### config.mk
export PLATFORM = sky130hd
export DESIGN_NAME = nice_mem_scheduler
export DESIGN_NICKNAME = d
export VERILOG_FILES = /design/src/rtl/nice_mem_scheduler.sv
export SDC_FILE = /design/constraint.sdc
export NUM_CORES = 1
export LEC_CHECK = 0
export BUFFER_PORTS_ARGS = -buffer_cell sky130_fd_sc_hd__buf_2
export CORE_MARGIN = 3
export CORE_UTILIZATION = 25
export CTS_CLUSTER_DIAMETER = 60
export DETAILED_ROUTE_END_ITERATION = 7
export PLACE_DENSITY = 0.52
export SLEW_MARGIN = 20
export SYNTH_ARGS = -nofsm -noshare
export SYNTH_HDL_FRONTEND = slang
export SYNTH_SLANG_ARGS = --single-unit
### constraint.sdc
create_clock -name nice_clk -period 9.4 [get_ports nice_clk]
set_input_delay 0.47 -clock nice_clk [delete_from_list [all_inputs] [get_ports nice_clk]]
set_output_delay 0.47 -clock nice_clk [all_outputs]
set_load 0.02 [all_outputs]
### src/rtl/nice_mem_scheduler.sv
// nice_mem_scheduler
//   Sequences one accelerator job over the single NICE ICB memory port:
//   an LHS load phase, an RHS load phase and a DST store phase, in that
//   order. A phase with a word count of zero is skipped. The block generates
//   word addresses, limits the number of outstanding ICB commands, forwards
//   read data to the datapath, and pops store words from the datapath.
//
// Ports
//   nice_clk, nice_rst_n       clock, asynchronous active-low reset
//   job_start                  start pulse, only looked at while idle
//   cfg_{lhs,rhs,dst}_base     per-phase byte base addresses (word aligned)
//   cfg_{lhs,rhs,dst}_words    per-phase word counts (0 = skip phase)
//   job_busy/job_done/job_err  job status: busy, one-cycle done, sticky error
//   nice_icb_cmd_*             ICB command channel (master side)
//   nice_icb_rsp_*             ICB response channel (master side)
//   nice_mem_holdup            job_busy delayed by one register stage
//   rd_data_valid/rd_data/rd_sel   read words to the datapath (sel 0=LHS, 1=RHS)
//   wr_data/wr_data_valid/wr_data_ready   store words from the datapath
module nice_mem_scheduler #(
    parameter int CNT_W  = 10,
    parameter int MAX_OT = 2
) (
    input  logic             nice_clk,
    input  logic             nice_rst_n,
    input  logic             job_start,
    input  logic [31:0]      cfg_lhs_base,
    input  logic [31:0]      cfg_rhs_base,
    input  logic [31:0]      cfg_dst_base,
    input  logic [CNT_W-1:0] cfg_lhs_words,
    input  logic [CNT_W-1:0] cfg_rhs_words,
    input  logic [CNT_W-1:0] cfg_dst_words,
    output logic             job_busy,
    output logic             job_done,
    output logic             job_err,
    output logic             nice_icb_cmd_valid,
    input  logic             nice_icb_cmd_ready,
    output logic [31:0]      nice_icb_cmd_addr,
    output logic             nice_icb_cmd_read,
    output logic [31:0]      nice_icb_cmd_wdata,
    output logic [1:0]       nice_icb_cmd_size,
    input  logic             nice_icb_rsp_valid,
    output logic             nice_icb_rsp_ready,
    input  logic [31:0]      nice_icb_rsp_rdata,
    input  logic             nice_icb_rsp_err,
    output logic             nice_mem_holdup,
    output logic             rd_data_valid,
    output logic [31:0]      rd_data,
    output logic             rd_sel,
    input  logic [31:0]      wr_data,
    input  logic             wr_data_valid,
    output logic             wr_data_ready
);

    typedef enum logic [2:0] {
        S_IDLE,
        S_LHS,
        S_RHS,
        S_DST,
        S_DRAIN,
        S_DONE
    } state_e;

    // Outstanding counter is sized for the largest supported MAX_OT (3).
    localparam int OT_W = 2;

    state_e           state_q, state_d;
    logic [31:0]      lhs_base_q, lhs_base_d;
    logic [31:0]      rhs_base_q, rhs_base_d;
    logic [31:0]      dst_base_q, dst_base_d;
    logic [CNT_W-1:0] lhs_words_q, lhs_words_d;
    logic [CNT_W-1:0] rhs_words_q, rhs_words_d;
    logic [CNT_W-1:0] dst_words_q, dst_words_d;
    logic [CNT_W-1:0] issue_cnt_q, issue_cnt_d;
    logic [CNT_W-1:0] rsp_cnt_q, rsp_cnt_d;
    logic [OT_W-1:0]  ot_q, ot_d;
    logic             err_seen_q, err_seen_d;
    logic             job_err_q, job_err_d;
    logic             drain_read_q, drain_read_d;
    logic             drain_sel_q, drain_sel_d;
    logic             holdup_q;

    logic             in_phase;
    logic             is_dst;
    logic [31:0]      cur_base;
    logic [CNT_W-1:0] cur_words;
    logic             cmd_hs;
    logic             rsp_hs;
    logic [OT_W-1:0]  ot_nxt;

    // Picks the first phase with work, in LHS > RHS > DST priority.
    function automatic state_e first_phase(input logic l, input logic r, input logic d);
        if (l)      return S_LHS;
        else if (r) return S_RHS;
        else if (d) return S_DST;
        else        return S_DONE;
    endfunction

    // Base address and word count of the phase currently being worked on.
    always_comb begin
        cur_base  = lhs_base_q;
        cur_words = lhs_words_q;
        case (state_q)
            S_RHS: begin
                cur_base  = rhs_base_q;
                cur_words = rhs_words_q;
            end
            S_DST: begin
                cur_base  = dst_base_q;
                cur_words = dst_words_q;
            end
            default: ;
        endcase
    end

    assign in_phase = (state_q == S_LHS) || (state_q == S_RHS) || (state_q == S_DST);
    assign is_dst   = (state_q == S_DST);

    // Address and write data depend only on registered state, so they stay
    // stable while a command waits for ready (provided wr_data is held).
    assign nice_icb_cmd_valid = in_phase && (issue_cnt_q < cur_words) &&
                                (ot_q < OT_W'(MAX_OT)) && !err_seen_q &&
                                (!is_dst || wr_data_valid);
    assign nice_icb_cmd_addr  = cur_base + {{(30-CNT_W){1'b0}}, issue_cnt_q, 2'b00};
    assign nice_icb_cmd_read  = (state_q == S_LHS) || (state_q == S_RHS);
    assign nice_icb_cmd_wdata = is_dst ? wr_data : 32'd0;
    assign nice_icb_cmd_size  = 2'b10;
    assign nice_icb_rsp_ready = job_busy;

    assign cmd_hs = nice_icb_cmd_valid && nice_icb_cmd_ready;
    assign rsp_hs = nice_icb_rsp_valid && nice_icb_rsp_ready;

    // Errored read responses are swallowed; a clean response that arrives
    // while draining a read phase is still forwarded.
    assign rd_data_valid = rsp_hs && !nice_icb_rsp_err &&
                           (nice_icb_cmd_read || ((state_q == S_DRAIN) && drain_read_q));
    assign rd_data       = nice_icb_rsp_rdata;
    assign rd_sel        = (state_q == S_RHS) || ((state_q == S_DRAIN) && drain_sel_q);
    assign wr_data_ready = cmd_hs && is_dst;

    assign job_busy        = (state_q != S_IDLE);
    assign job_done        = (state_q == S_DONE);
    assign job_err         = job_err_q;
    assign nice_mem_holdup = holdup_q;

    // Outstanding-command count after this cycle's handshakes.
    always_comb begin
        ot_nxt = ot_q;
        if (cmd_hs && !rsp_hs)
            ot_nxt = ot_q + OT_W'(1);
        else if (!cmd_hs && rsp_hs && (ot_q != '0))
            ot_nxt = ot_q - OT_W'(1);
    end

    // Next-state logic for the job sequencer and its counters.
    always_comb begin
        state_d      = state_q;
        lhs_base_d   = lhs_base_q;
        rhs_base_d   = rhs_base_q;
        dst_base_d   = dst_base_q;
        lhs_words_d  = lhs_words_q;
        rhs_words_d  = rhs_words_q;
        dst_words_d  = dst_words_q;
        issue_cnt_d  = issue_cnt_q;
        rsp_cnt_d    = rsp_cnt_q;
        ot_d         = ot_q;
        err_seen_d   = err_seen_q;
        job_err_d    = job_err_q;
        drain_read_d = drain_read_q;
        drain_sel_d  = drain_sel_q;
        case (state_q)
            S_IDLE: begin
                if (job_start) begin
                    lhs_base_d  = cfg_lhs_base;
                    rhs_base_d  = cfg_rhs_base;
                    dst_base_d  = cfg_dst_base;
                    lhs_words_d = cfg_lhs_words;
                    rhs_words_d = cfg_rhs_words;
                    dst_words_d = cfg_dst_words;
                    issue_cnt_d = '0;
                    rsp_cnt_d   = '0;
                    ot_d        = '0;
                    err_seen_d  = 1'b0;
                    job_err_d   = 1'b0;
                    state_d     = first_phase(cfg_lhs_words != '0, cfg_rhs_words != '0,
                                              cfg_dst_words != '0);
                end
            end
            S_LHS, S_RHS, S_DST: begin
                ot_d = ot_nxt;
                if (cmd_hs) issue_cnt_d = issue_cnt_q + CNT_W'(1);
                if (rsp_hs) rsp_cnt_d = rsp_cnt_q + CNT_W'(1);
                if (rsp_hs && nice_icb_rsp_err) begin
                    // Stop issuing and wait for whatever is still in flight.
                    err_seen_d   = 1'b1;
                    job_err_d    = 1'b1;
                    drain_read_d = !is_dst;
                    drain_sel_d  = (state_q == S_RHS);
                    state_d      = (ot_nxt == '0) ? S_DONE : S_DRAIN;
                end else if (rsp_hs && ((rsp_cnt_q + CNT_W'(1)) == cur_words)) begin
                    issue_cnt_d = '0;
                    rsp_cnt_d   = '0;
                    case (state_q)
                        S_LHS:   state_d = first_phase(1'b0, rhs_words_q != '0, dst_words_q != '0);
                        S_RHS:   state_d = first_phase(1'b0, 1'b0, dst_words_q != '0);
                        default: state_d = S_DONE;
                    endcase
                end
            end
            S_DRAIN: begin
                ot_d = ot_nxt;
                if (ot_nxt == '0) state_d = S_DONE;
            end
            S_DONE:  state_d = S_IDLE;
            default: state_d = S_IDLE;
        endcase
    end

    // State register; holdup is job_busy delayed by one cycle.
    always_ff @(posedge nice_clk or negedge nice_rst_n) begin
        if (!nice_rst_n) begin
            state_q      <= S_IDLE;
            lhs_base_q   <= '0;
            rhs_base_q   <= '0;
            dst_base_q   <= '0;
            lhs_words_q  <= '0;
            rhs_words_q  <= '0;
            dst_words_q  <= '0;
            issue_cnt_q  <= '0;
            rsp_cnt_q    <= '0;
            ot_q         <= '0;
            err_seen_q   <= 1'b0;
            job_err_q    <= 1'b0;
            drain_read_q <= 1'b0;
            drain_sel_q  <= 1'b0;
            holdup_q     <= 1'b0;
        end else begin
            state_q      <= state_d;
            lhs_base_q   <= lhs_base_d;
            rhs_base_q   <= rhs_base_d;
            dst_base_q   <= dst_base_d;
            lhs_words_q  <= lhs_words_d;
            rhs_words_q  <= rhs_words_d;
            dst_words_q  <= dst_words_d;
            issue_cnt_q  <= issue_cnt_d;
            rsp_cnt_q    <= rsp_cnt_d;
            ot_q         <= ot_d;
            err_seen_q   <= err_seen_d;
            job_err_q    <= job_err_d;
            drain_read_q <= drain_read_d;
            drain_sel_q  <= drain_sel_d;
            holdup_q     <= job_busy;
        end
    end

endmodule

==> results of run 1 <==
==> logic make-up after synthesis <==
family                   Yosys count
multiplexers                      58
flip-flops                       155
other                              2
XOR/XNOR                          41
AND/OR/NAND/NOR                  632
adder cells (fa/ha/maj)           23
buffers and inverters            107
AO/OA/AOI/OAI                    130
==> flip-flops by register name, summed over array words and instances (netlist names) <==
name,flops
drain_read_q,1
drain_sel_q,1
dst_base_q,32
dst_words_q,10
issue_cnt_q,10
job_err,1
lhs_base_q,32
lhs_words_q,10
nice_mem_holdup,1
ot_q,2
rhs_base_q,32
rhs_words_q,10
rsp_cnt_q,10
state_q,3
==> report_power, final <==
| group | internal (mW) | switching [mW] | total [mW] |
|---|---|---|---|
| Sequential | 0.956 | 0.256 | 1.21 |
| Clock | 0.359 | 0.322 | 0.681 |
| Combinational | 0.739 | 1.25 | 1.99 |
==> worst max path at each step <==
stage | slack, ps | to | depth (start not counted)
floorplan | 4430 | nice_icb_cmd_addr[22] | 18
global placement | 4720 | nice_icb_cmd_addr[20] | 15
detailed placement | 4630 | nice_icb_cmd_addr[24] | 15
CTS | 4140 | nice_icb_cmd_addr[24] | 15
global route | 3820 | nice_icb_cmd_addr[24] | 15
finish | 4200 | nice_icb_cmd_addr[20] | 15
==> synth_stat cells, drive strengths merged (9+ instances only) <==
cell | instances | area (um2)
a21oi | 33 | 165
and3 | 35 | 219
buf | 48 | 357
clkbuf | 49 | 184
dfrtp | 155 | 3880
ha | 22 | 275
inv | 10 | 37.5
mux2 | 14 | 161
mux2i | 44 | 482
nand2 | 425 | 1600
nand3 | 19 | 95.1
nand4 | 9 | 62.6
nor2 | 61 | 229
nor2b | 9 | 56.3
nor3 | 21 | 110
nor4 | 16 | 100
o21ai | 36 | 180
xnor2 | 23 | 201
xor2 | 17 | 149
==> layer usage <==
layer / global-route usage / vias up
met5: 0 / -
met4: 0.0445 / 6
met3: 0.0299 / 48
met2: 0.260 / 295
met1: 0.196 / 4059
li1: - / 4177
==> worst reg2reg max path, stage by stage (launching register included) <==
cell       delay, ps
dfrtp_4          710
buf_4            650
mux2i_1          250
mux2_2           350
ha_1             310
a2111oi_0        400
o211ai_1         150
a211oi_1         290
nand3_1          470
mux2_2           470
o311ai_1         250
o311a_1          200
o22a_1           130
==> cell type report <==
cell class,count,share of cell area
Multi-Input combinational cell,886,0.439
Sequential cell,155,0.343
Timing Repair Buffer,247,0.112
Tap cell,468,0.0518
Clock buffer,19,0.0392
Clock inverter,13,0.0108
Inverter,10,0.00332
Antenna cell,1,0.000221
==> cell usage in the layout (no fill, tap or decap), types with 10 or more instances in the layout <==
cell type | netlist | layout
nand2_1 | 424 | 423
buf_2 | 6 | 237
dfrtp_1 | 155 | 154
nor2_1 | 61 | 60
mux2i_1 | 40 | 40
and3_1 | 35 | 35
a21oi_1 | 33 | 33
o21ai_0 | 30 | 30
xnor2_1 | 23 | 23
ha_1 | 22 | 22
nor3_1 | 20 | 20
nand3_1 | 19 | 19
xor2_1 | 17 | 17
clkbuf_16 | 0 | 17
nor4_1 | 16 | 15
mux2_2 | 10 | 10
inv_1 | 10 | 10
==> run_results.csv, run 1 <==
group,metric,value,unit
global_routing,grt_first_pass_wirelength,47.3,mm
route,wl_met3,1.83,mm
die,start_util,0.255,
timing,tightest_slew,872,ps
die,rows,70,
timing,period_minus_slack,5200,ps
clock_tree,cts_max_path_buffers,2,
run,drv_cap,0,
clock_tree,clock_latency,430,ps
clock_tree,cts.sinks,155,
setup_path,path_buf_inv,3,
status,run_status,"finished clean",
logic_synthesis,yosys.area_share.adder,0.0315,
logic_synthesis,synth_top_family_by_area,"simple AND/OR/NAND/NOR gates",
die,die_y,200,um
setup_path,critPathTopFamily,"compound AO/OA/AOI/OAI gates",
setup_path,reg2reg_slack,4690,ps
route,vias,8585,
timing,max_freq,192,MHz
die,die_w,200,um
power,finalPower,3.89,mW
timing,finalHoldViolCount,0,
setup_path,cp_data_arrival_time,4730,ps
logic_synthesis,synth_flop_cell,"dfrtp_1",
setup_path,path_cells,"nand2b_2, buf_4, o21ai_0, ha_1, fa_1, a21o_1, a21oi_1, nor2b_1, or4_1, a31oi_1, o21ai_1, buf_4, nand3_1, xor2_1, buf_2",
timing,setup_violations,0,
logic_synthesis,syn_nets,1368,
clock_tree,cts_buffers,17,
global_routing,grtUsageTotal,0.152,
logic_synthesis,ys_seq_area_frac,0.413,
setup_path,worstSetupPathType,"reg2out",
clock_tree,cts_tree,"built",
route,drt-wirelength-per-cell,17.2,um
logic_synthesis,syn_inst,1148,
timing,setup_tns,0,ps
setup_path,crit-reg2reg-launch,"state_q[0]$_DFFE_PN0P_",
cells_and_area,drive_gt1_frac,0.232,
logic_synthesis,yosys.area_share.simple,0.292,
timing,fin_skew,14.3,ps
route,avgViaCountPerCell,4.77,
setup_path,rr_endpoint,"state_q[0]$_DFFE_PN0P_",
clock_tree,path_clk_slew,70,ps
timing,rsz0062_at_grt,"no",
logic_synthesis,synth-edff-count,0,
setup_path,cp-end-kind,"output pin",
power,leakagePower,5.84,nW
timing,hold_ws,116,ps
timing,slew_headroom,0.419,
clock_tree,cts_resized,0,
global_routing,globalRouteOverflowTotal,0,
route,route.detailed.drc,0,
setup_path,crit_top_cell,"buf_4",
route,met1Wirelength,13.8,mm
worst_hold_path,hold_class,"in2async",
logic_synthesis,yosys_warnings,0,
logic_synthesis,synth_compound_area_frac,0.0932,
cells_and_area,utilization,0.308,
setup_path,crit_fanout,60,
route,dr.pass1.iters,5,
placed_design,post-place-ws,4630,ps
placed_design,port_buffers,238,
cells_and_area,fill_cells,3990,
logic_synthesis,synth_xor_area_frac,0.0397,
setup_path,slowest_delay,760,ps
die,core_area,36800,um2
placed_design,post_dp_cell_area,10700,um2
cells_and_area,multi_input_area,4970,um2
setup_path,cp_slowest_cell,"dfrtp_1",
die,pin_count,305,
placed_design,gp_congestion,0.876,
global_routing,antenna_found_initial,3,
global_routing,grt_max_degree,87,
route,initialDrtViolationCount,565,
placed_design,place_inst,1766,
clock_tree,cts.hold.buffers_added,0,
setup_path,reg2reg_depth,12,
logic_synthesis,syn_area_per_cell,8.18,um2
power,power_density,344,nW/um2
route,top_layer,"met5",
setup_path,critPathRequiredTime,8930,ps
power,ir_worst_vdd,130,uV
route,wl_met2,14.7,mm
cells_and_area,final_cells,1799,
timing,period_share,0.553,
logic_synthesis,netlist_area,9390,um2
cells_and_area,finalNetCount,1537,
die,dieArea,39900,um2
setup_path,startpoint_type,"flip-flop",
logic_synthesis,synthMuxAreaShare,0.0685,
timing,slew_viol_final,0,
cells_and_area,area_growth,20.5,%
logic_synthesis,synth_seq_cells,155,
clock_tree,htree_num_levels,4,
route,drt-total-wl,31.0,mm
logic_synthesis,async_flop_share,1.00,
route,ant_nets,0,
timing,worst_slack,4200,ps
clock_tree,cts-root-buf,"clkbuf_16",
cells_and_area,design_area,11300,um2
global_routing,grt_pass1_vias,8601,
placed_design,hpwl,22.9,mm
setup_path,critPathLaunch,"state_q[2]$_DFFE_PN0P_",
cells_and_area,seq_area,3880,um2
clock_tree,post_cts_buffers,0,
logic_synthesis,ys_types,75,
Note: power is estimated with default switching activity, not from simulation.
==> inputs of run 2 (changes only) <==
--- a/config.mk
+++ b/config.mk
@@ -5,12 +5,13 @@
 export SDC_FILE = /design/constraint.sdc
 export NUM_CORES = 1
 export LEC_CHECK = 0
+export ABC_AREA = 1
 export BUFFER_PORTS_ARGS = -buffer_cell sky130_fd_sc_hd__buf_2
 export CORE_MARGIN = 3
 export CORE_UTILIZATION = 25
 export CTS_CLUSTER_DIAMETER = 60
 export DETAILED_ROUTE_END_ITERATION = 7
-export PLACE_DENSITY = 0.52
+export PLACE_DENSITY = 0.54
 export SLEW_MARGIN = 20
 export SYNTH_ARGS = -nofsm -noshare
 export SYNTH_HDL_FRONTEND = slang
==> constraint.sdc (replaced) <==
create_clock -name nice_clk -period 4.7 [get_ports nice_clk]
set_input_delay 0.235 -clock nice_clk [delete_from_list [all_inputs] [get_ports nice_clk]]
set_output_delay 0.235 -clock nice_clk [all_outputs]
set_load 0.02 [all_outputs]
==> run 2 against run 1 <==
Die area is 0.19% lower. Via count is 2.3% lower. Non-clock buffer count is 53 higher. Global-route usage is 0.44 points higher. Largest cell class unchanged. Clock power is 110% higher. Sequential power is 96% higher.
==> run_results.csv, run 2 <==
group,metric,value,unit
clock_tree,path_clk_slew,70,ps
logic_synthesis,netlist_area,9370,um2
timing,slew_viol_final,0,
cells_and_area,seq_area,3880,um2
setup_path,critPathLaunch,"state_q[1]$_DFFE_PN0P_",
global_routing,grt_pass1_vias,8508,
clock_tree,htree_num_levels,4,
cells_and_area,area_growth,26.5,%
placed_design,hpwl,23.2,mm
logic_synthesis,ys_seq_area_frac,0.414,
placed_design,gp_congestion,0.902,
timing,fin_skew,8.90,ps
die,rows,70,
logic_synthesis,synth_flop_cell,"dfrtp_1",
die,core_area,36800,um2
logic_synthesis,synth.area.top_cells,"dfrtp_1, nand2_1, inv_1",
route,dr.pass1.iters,8,
setup_path,crit-reg2reg-launch,"state_q[1]$_DFFE_PN0P_",
placed_design,port_buffers,238,
timing,rsz0062_at_grt,"no",
route,avgViaCountPerCell,4.46,
route,route.detailed.drc,0,
placed_design,post_dp_cell_area,10700,um2
timing,period_share,0.891,
logic_synthesis,synth_area_leader_cell,"dfrtp_1",
logic_synthesis,yosys_warnings,0,
clock_tree,cts_buffers,17,
timing,setup_tns,0,ps
cells_and_area,largestRegisters,"dst_base_q: 32 flops, lhs_base_q: 32 flops, rhs_base_q: 32 flops",
setup_path,crit_fanout,13,
power,leakagePower,5.90,nW
timing,setup_violations,0,
timing,finalHoldViolCount,0,
logic_synthesis,synth_top_area_frac,0.414,
setup_path,cp_data_arrival_time,3950,ps
logic_synthesis,synth_common_cells,"nand2_1, inv_1, dfrtp_1, o21ai_0, nor2_1",
timing,period_minus_slack,4190,ps
logic_synthesis,synth-edff-count,0,
timing,tightest_slew,1050,ps
setup_path,startpoint_type,"flip-flop",
clock_tree,clock_latency,440,ps
clock_tree,cts-root-buf,"clkbuf_16",
clock_tree,cts_tree,"built",
die,die_y,200,um
route,vias,8384,
route,ant_nets,0,
route,drt-wirelength-per-cell,16.4,um
cells_and_area,multi_input_area,4300,um2
cells_and_area,final_cell_mix,"buf_2, nand2_1, inv_1",
die,start_util,0.255,
worst_hold_path,hold_class,"in2reg",
logic_synthesis,async_flop_share,1.00,
setup_path,critPathRequiredTime,4470,ps
worst_hold_path,min_from,"cfg_dst_base[13]",
setup_path,cp-end-kind,"output pin",
cells_and_area,design_area,11900,um2
setup_path,worstSetupPathType,"reg2out",
global_routing,grt_first_pass_wirelength,47.8,mm
global_routing,globalRouteOverflowTotal,0,
route,initialDrtViolationCount,535,
cells_and_area,finalNetCount,1619,
global_routing,grtUsageTotal,0.156,
timing,slew_headroom,0.301,
logic_synthesis,yosysMostFrequentCell,"nand2_1",
die,dieArea,39800,um2
die,die_w,200,um
global_routing,antenna_found_initial,3,
logic_synthesis,synth_seq_cells,155,
clock_tree,cts.sinks,155,
run,drv_cap,0,
status,run_status,"finished clean",
power,power_density,704,nW/um2
logic_synthesis,ys_types,52,
clock_tree,cts_max_path_buffers,2,
die,pin_count,305,
cells_and_area,mostFrequentLayoutCell,"buf_2",
logic_synthesis,syn_nets,1379,
timing,max_freq,239,MHz
power,finalPower,8.34,mW
cells_and_area,fill_cells,3914,
logic_synthesis,syn_inst,1159,
power,ir_worst_vdd,407,uV
cells_and_area,antennaDiodeCount,0,
route,drt-total-wl,30.8,mm
global_routing,grt_max_degree,205,
cells_and_area,drive_gt1_frac,0.264,
logic_synthesis,syn_area_per_cell,8.08,um2
-- run 2: cell types whose count changed in the layout (fill, tap and decap cells not counted), sizes merged, moves of 30 or more --
cell         delta
and3           -35
dlygate4sd3    +48
inv           +166
mux2           +35
mux2i          -43
nand2         -195
nor2           +39
o21ai          +88
o22ai          +30
-- run 2: worst paths after layout --
check | to | slack (ps) | cells past startpoint
setup / recovery | nice_icb_cmd_addr[31] | 510 | 17
hold reg to reg | drain_sel_q$_DFFE_PN0P_ | 490 | 2
max in group asynchronous | dst_base_q[24]$_DFFE_PN0P_ | 3230 | 3
min in group asynchronous | rhs_base_q[4]$_DFFE_PN0P_ | 410 | 2
setup reg to reg | state_q[0]$_DFFE_PN0P_ | 800 | 22
hold / removal | dst_base_q[13]$_DFFE_PN0P_ | 20 | 3
-- run 2: power by group --
group | switching [mW] | internal, mW | total (mW)
clock network | 0.602 | 0.815 | 1.42
registers | 0.390 | 1.98 | 2.37
logic | 2.98 | 1.58 | 4.56
-- run 2: per-stage QoR --
stage                      util  instances  worst slack (ps)  hold slack, ps
after CTS                 0.321       1876               185          0.0151
after detailed placement  0.292       1795               416             332
after global placement    0.292       1795               518             336
final                     0.322       1879               513            19.6
after floorplan               -       1159               987           -60.6
after global routing      0.322       1879              88.2            7.55
-- run 2: area by class of cell --
cell class / count / area share
multi-input combinational: 743 / 0.363
sequential: 155 / 0.327
timing repair buffer: 300 / 0.153
tap: 468 / 0.0494
clock inverter: 11 / 0.0114
inverter: 182 / 0.0578
clock buffer: 20 / 0.0385
-- run 2: routing by layer --
layer	vias up	track usage	share of wire
met4	4	0.0424	0.014
met2	210	0.255	0.47
met1	3931	0.212	0.47
met5	-	0	0.00045
li1	4201	-	-
met3	38	0.0322	0.049
-- run 2: timing repair --
item / 4_1_cts / 5_1_grt
cloned: 0 / 0
setup endpoints to repair: 2 / 6
gates resized for setup: 1 / 1
hold endpoints to repair: 116 / 0
pin swaps: 1 / 1
hold buffers: 48 / 0
setup buffers: 2 / 3
-- run 2: critical path, cell delays in order (launching register included) --
cell and delay [ps]:
dfrtp_1 580, inv_4 70, nor2_4 150, buf_4 150, buf_4 230, o221ai_1 180, ha_1 400, nand2_1 90
o21ai_0 210, nand2_1 80, o2111ai_1 110, nand2_1 80, nand2_1 90, nand2_1 110, nor3_1 370, nand4_1 200
xnor2_1 210, buf_2 200
-- run 2: cells by family (layout without fill, tap and decap cells) --
| family | count (synthesis) | in the layout | synth area share |
|---|---|---|---|
| simple gates | 416 | 416 | 0.194 |
| buf+inv | 261 | 513 | 0.128 |
| compound gates | 211 | 211 | 0.133 |
| flops | 155 | 155 | 0.414 |
| mux | 50 | 50 | 0.0600 |
| xor+xnor | 41 | 41 | 0.0383 |
| fa+ha+maj | 23 | 23 | 0.0315 |
| other cells | 2 | 2 | 0.000802 |
==> inputs of run 3 (changes only) <==
--- a/config.mk
+++ b/config.mk
@@ -5,8 +5,8 @@
 export SDC_FILE = /design/constraint.sdc
 export NUM_CORES = 1
 export LEC_CHECK = 0
-export ABC_AREA = 1
-export BUFFER_PORTS_ARGS = -buffer_cell sky130_fd_sc_hd__buf_2
+export ABC_AREA = 0
+export BUFFER_PORTS_ARGS = -buffer_cell sky130_fd_sc_hd__buf_4
 export CORE_MARGIN = 3
 export CORE_UTILIZATION = 25
 export CTS_CLUSTER_DIAMETER = 60
@@ -16,3 +16,4 @@
 export SYNTH_ARGS = -nofsm -noshare
 export SYNTH_HDL_FRONTEND = slang
 export SYNTH_SLANG_ARGS = --single-unit
+export TNS_END_PERCENT = 5
==> run 3 against run 2 <==
Maximum frequency fell by 2.5%. Design area rose by 6.9%. Largest cell class unchanged. Clock skew rose by 12 ps. Core utilization rose by 2.2 points. Power fell by 2.5%. Highest routed layer is now met4. Critical path type unchanged. Die area rose by 0.19%.
==> run_results.csv, run 3 (synthesis gave the netlist of run 1 again) <==
group,metric,value,unit
clock_tree,path_clk_slew,80,ps
clock_tree,cts-root-buf,"clkbuf_16",
route,ant_nets,0,
cells_and_area,design_area,12700,um2
power,ir_worst_vdd,287,uV
cells_and_area,seq_area,3880,um2
cells_and_area,fill_cells,3849,
die,rows,70,
timing,rsz0062_at_grt,"no",
run,drv_cap,0,
route,top_layer,"met4",
route,route.detailed.drc,0,
setup_path,reg2reg_slack,750,ps
route,avgViaCountPerCell,4.69,
placed_design,hpwl,23.8,mm
timing,max_freq,233,MHz
cells_and_area,utilization,0.345,
cells_and_area,largestRegisters,"dst_base_q: 32 flops, lhs_base_q: 32 flops, rhs_base_q: 32 flops",
cells_and_area,finalNetCount,1615,
clock_tree,clock_latency,440,ps
timing,hold_ws,4.97,ps
route,drt-total-wl,32.0,mm
route,drt-wirelength-per-cell,17.0,um
timing,slew_viol_final,0,
die,core_area,36800,um2
placed_design,post_dp_cell_area,11400,um2
route,wl_met2,15.6,mm
clock_tree,cts_tree,"built",
timing,worst_slack,405,ps
cells_and_area,final_cell_mix,"nand2_1, buf_4, dfrtp_1",
die,start_util,0.255,
route,dr.pass1.iters,5,
clock_tree,cts.sinks,155,
cells_and_area,multi_input_area,4960,um2
placed_design,port_buffers,238,
setup_path,startpoint_type,"flip-flop",
timing,setup_tns,0,ps
setup_path,cp_data_arrival_time,4060,ps
global_routing,grt_first_pass_wirelength,49.0,mm
route,initialDrtViolationCount,587,
setup_path,rr_endpoint,"state_q[0]$_DFFE_PN0P_",
setup_path,cp-end-kind,"output pin",
die,pin_count,305,
route,wl_met3,1.89,mm
cells_and_area,mostFrequentLayoutCell,"nand2_1",
global_routing,antenna_found_initial,2,
setup_path,worstSetupPathType,"reg2out",
timing,period_minus_slack,4300,ps
setup_path,crit_fanout,15,
die,die_w,200,um
power,leakagePower,6.34,nW
cells_and_area,drive_gt1_frac,0.228,
clock_tree,cts_buffers,17,
timing,fin_skew,20.5,ps
global_routing,globalRouteOverflowTotal,0,
timing,setup_violations,0,
route,met1Wirelength,14.2,mm
worst_hold_path,hold_class,"in2reg",
worst_hold_path,min_from,"cfg_rhs_words[9]",
setup_path,critPathRequiredTime,4470,ps
clock_tree,cts_max_path_buffers,2,
worst_hold_path,hold_path_depth,3,
route,vias,8801,
global_routing,grt_pass1_vias,8872,
die,die_y,200,um
placed_design,gp_congestion,0.818,
clock_tree,htree_num_levels,4,
power,power_density,642,nW/um2
placed_design,post-place-ws,444,ps
setup_path,crit-reg2reg-launch,"state_q[0]$_DFFE_PN0P_",
timing,finalHoldViolCount,0,
timing,period_share,0.914,
setup_path,reg2reg_depth,11,
worst_hold_path,holdPathEnd,"rhs_words_q[9]$_DFFE_PN0P_",
timing,tightest_slew,995,ps
die,dieArea,39900,um2
global_routing,grt_max_degree,78,
timing,slew_headroom,0.330,
cells_and_area,area_growth,35.1,%
status,run_status,"finished clean",
global_routing,grtUsageTotal,0.158,
-- run 3: changes by cell type in the layout (fill, tap and decap cells not counted), moves of 35 or more --
cell     delta
buf_2     -237
nand2_1   +200
buf_4     +243
and3_1     +35
inv_1     -167
mux2_2     -39
mux2i_1    +39
o21ai_0    -83
-- run 3: worst max-delay path, cell delays in order (launching register included) --
cell and delay, ps:
dfrtp_1 420, nand2b_2 350, nand2_1 130, o21ai_0 90, ha_1 230, fa_1 400, a21o_1 170, a21oi_1 210
nor2b_1 100, or4_1 410, a31oi_1 290, o21ai_2 290, nand3_1 180, xor2_1 170, buf_4 160
-- run 3: metrics by stage --
stage / std cells / power (mW)
after floorplan: 1148 / 5.29
final: 1878 / 8.14
after global routing: 1878 / 8.77
after global placement: 1771 / 6.68
after detailed placement: 1771 / 6.71
after CTS: 1871 / 8.20
-- run 3: how the worst max path moves through the flow --
stage,start,endpoint,slack [ps]
CTS,state_q[1]$_DFFE_PN0P_,nice_icb_cmd_addr[20],250
detailed placement,state_q[1]$_DFFE_PN0P_,state_q[0]$_DFFE_PN0P_,440
global placement,state_q[1]$_DFFE_PN0P_,nice_icb_cmd_addr[22],480
floorplan,state_q[0]$_DFFE_PN0P_,nice_icb_cmd_addr[22],140
global route,state_q[0]$_DFFE_PN0P_,nice_icb_cmd_addr[28],130
finish,state_q[2]$_DFFE_PN0P_,nice_icb_cmd_addr[20],400
-- run 3: layout make-up --
cell class / instances / area share
clock buffers: 17 / 0.0336
well taps: 468 / 0.0462
multi-input cells: 886 / 0.392
diodes: 2 / 0.000395
flip-flops and latches: 155 / 0.306
repair buffers: 325 / 0.206
inverters: 10 / 0.00296
clock inverters: 15 / 0.0125
-- run 3: routing by layer --
metal,global-route usage,vias up
met5,0,-
li1,-,4324
met1,0.200,4155
met3,0.0324,23
met2,0.279,299
met4,0.0308,0
-- run 3: repair_timing --
item / 4_1_cts / 5_1_grt
gates resized for setup: 0 / 1
hold buffers: 68 / 1
hold endpoints to repair: 118 / 1
setup buffers: 0 / 4
endpoints found under the setup margin: 0 / 7
-- run 3: report_power, final --
part | leakage (nW) | internal [mW] | switching (mW)
registers | 1.94 | 1.92 | 0.481
clock network | 0.288 | 0.753 | 0.646
logic | 4.11 | 1.77 | 2.57
total | 6.34 | 4.44 | 3.70
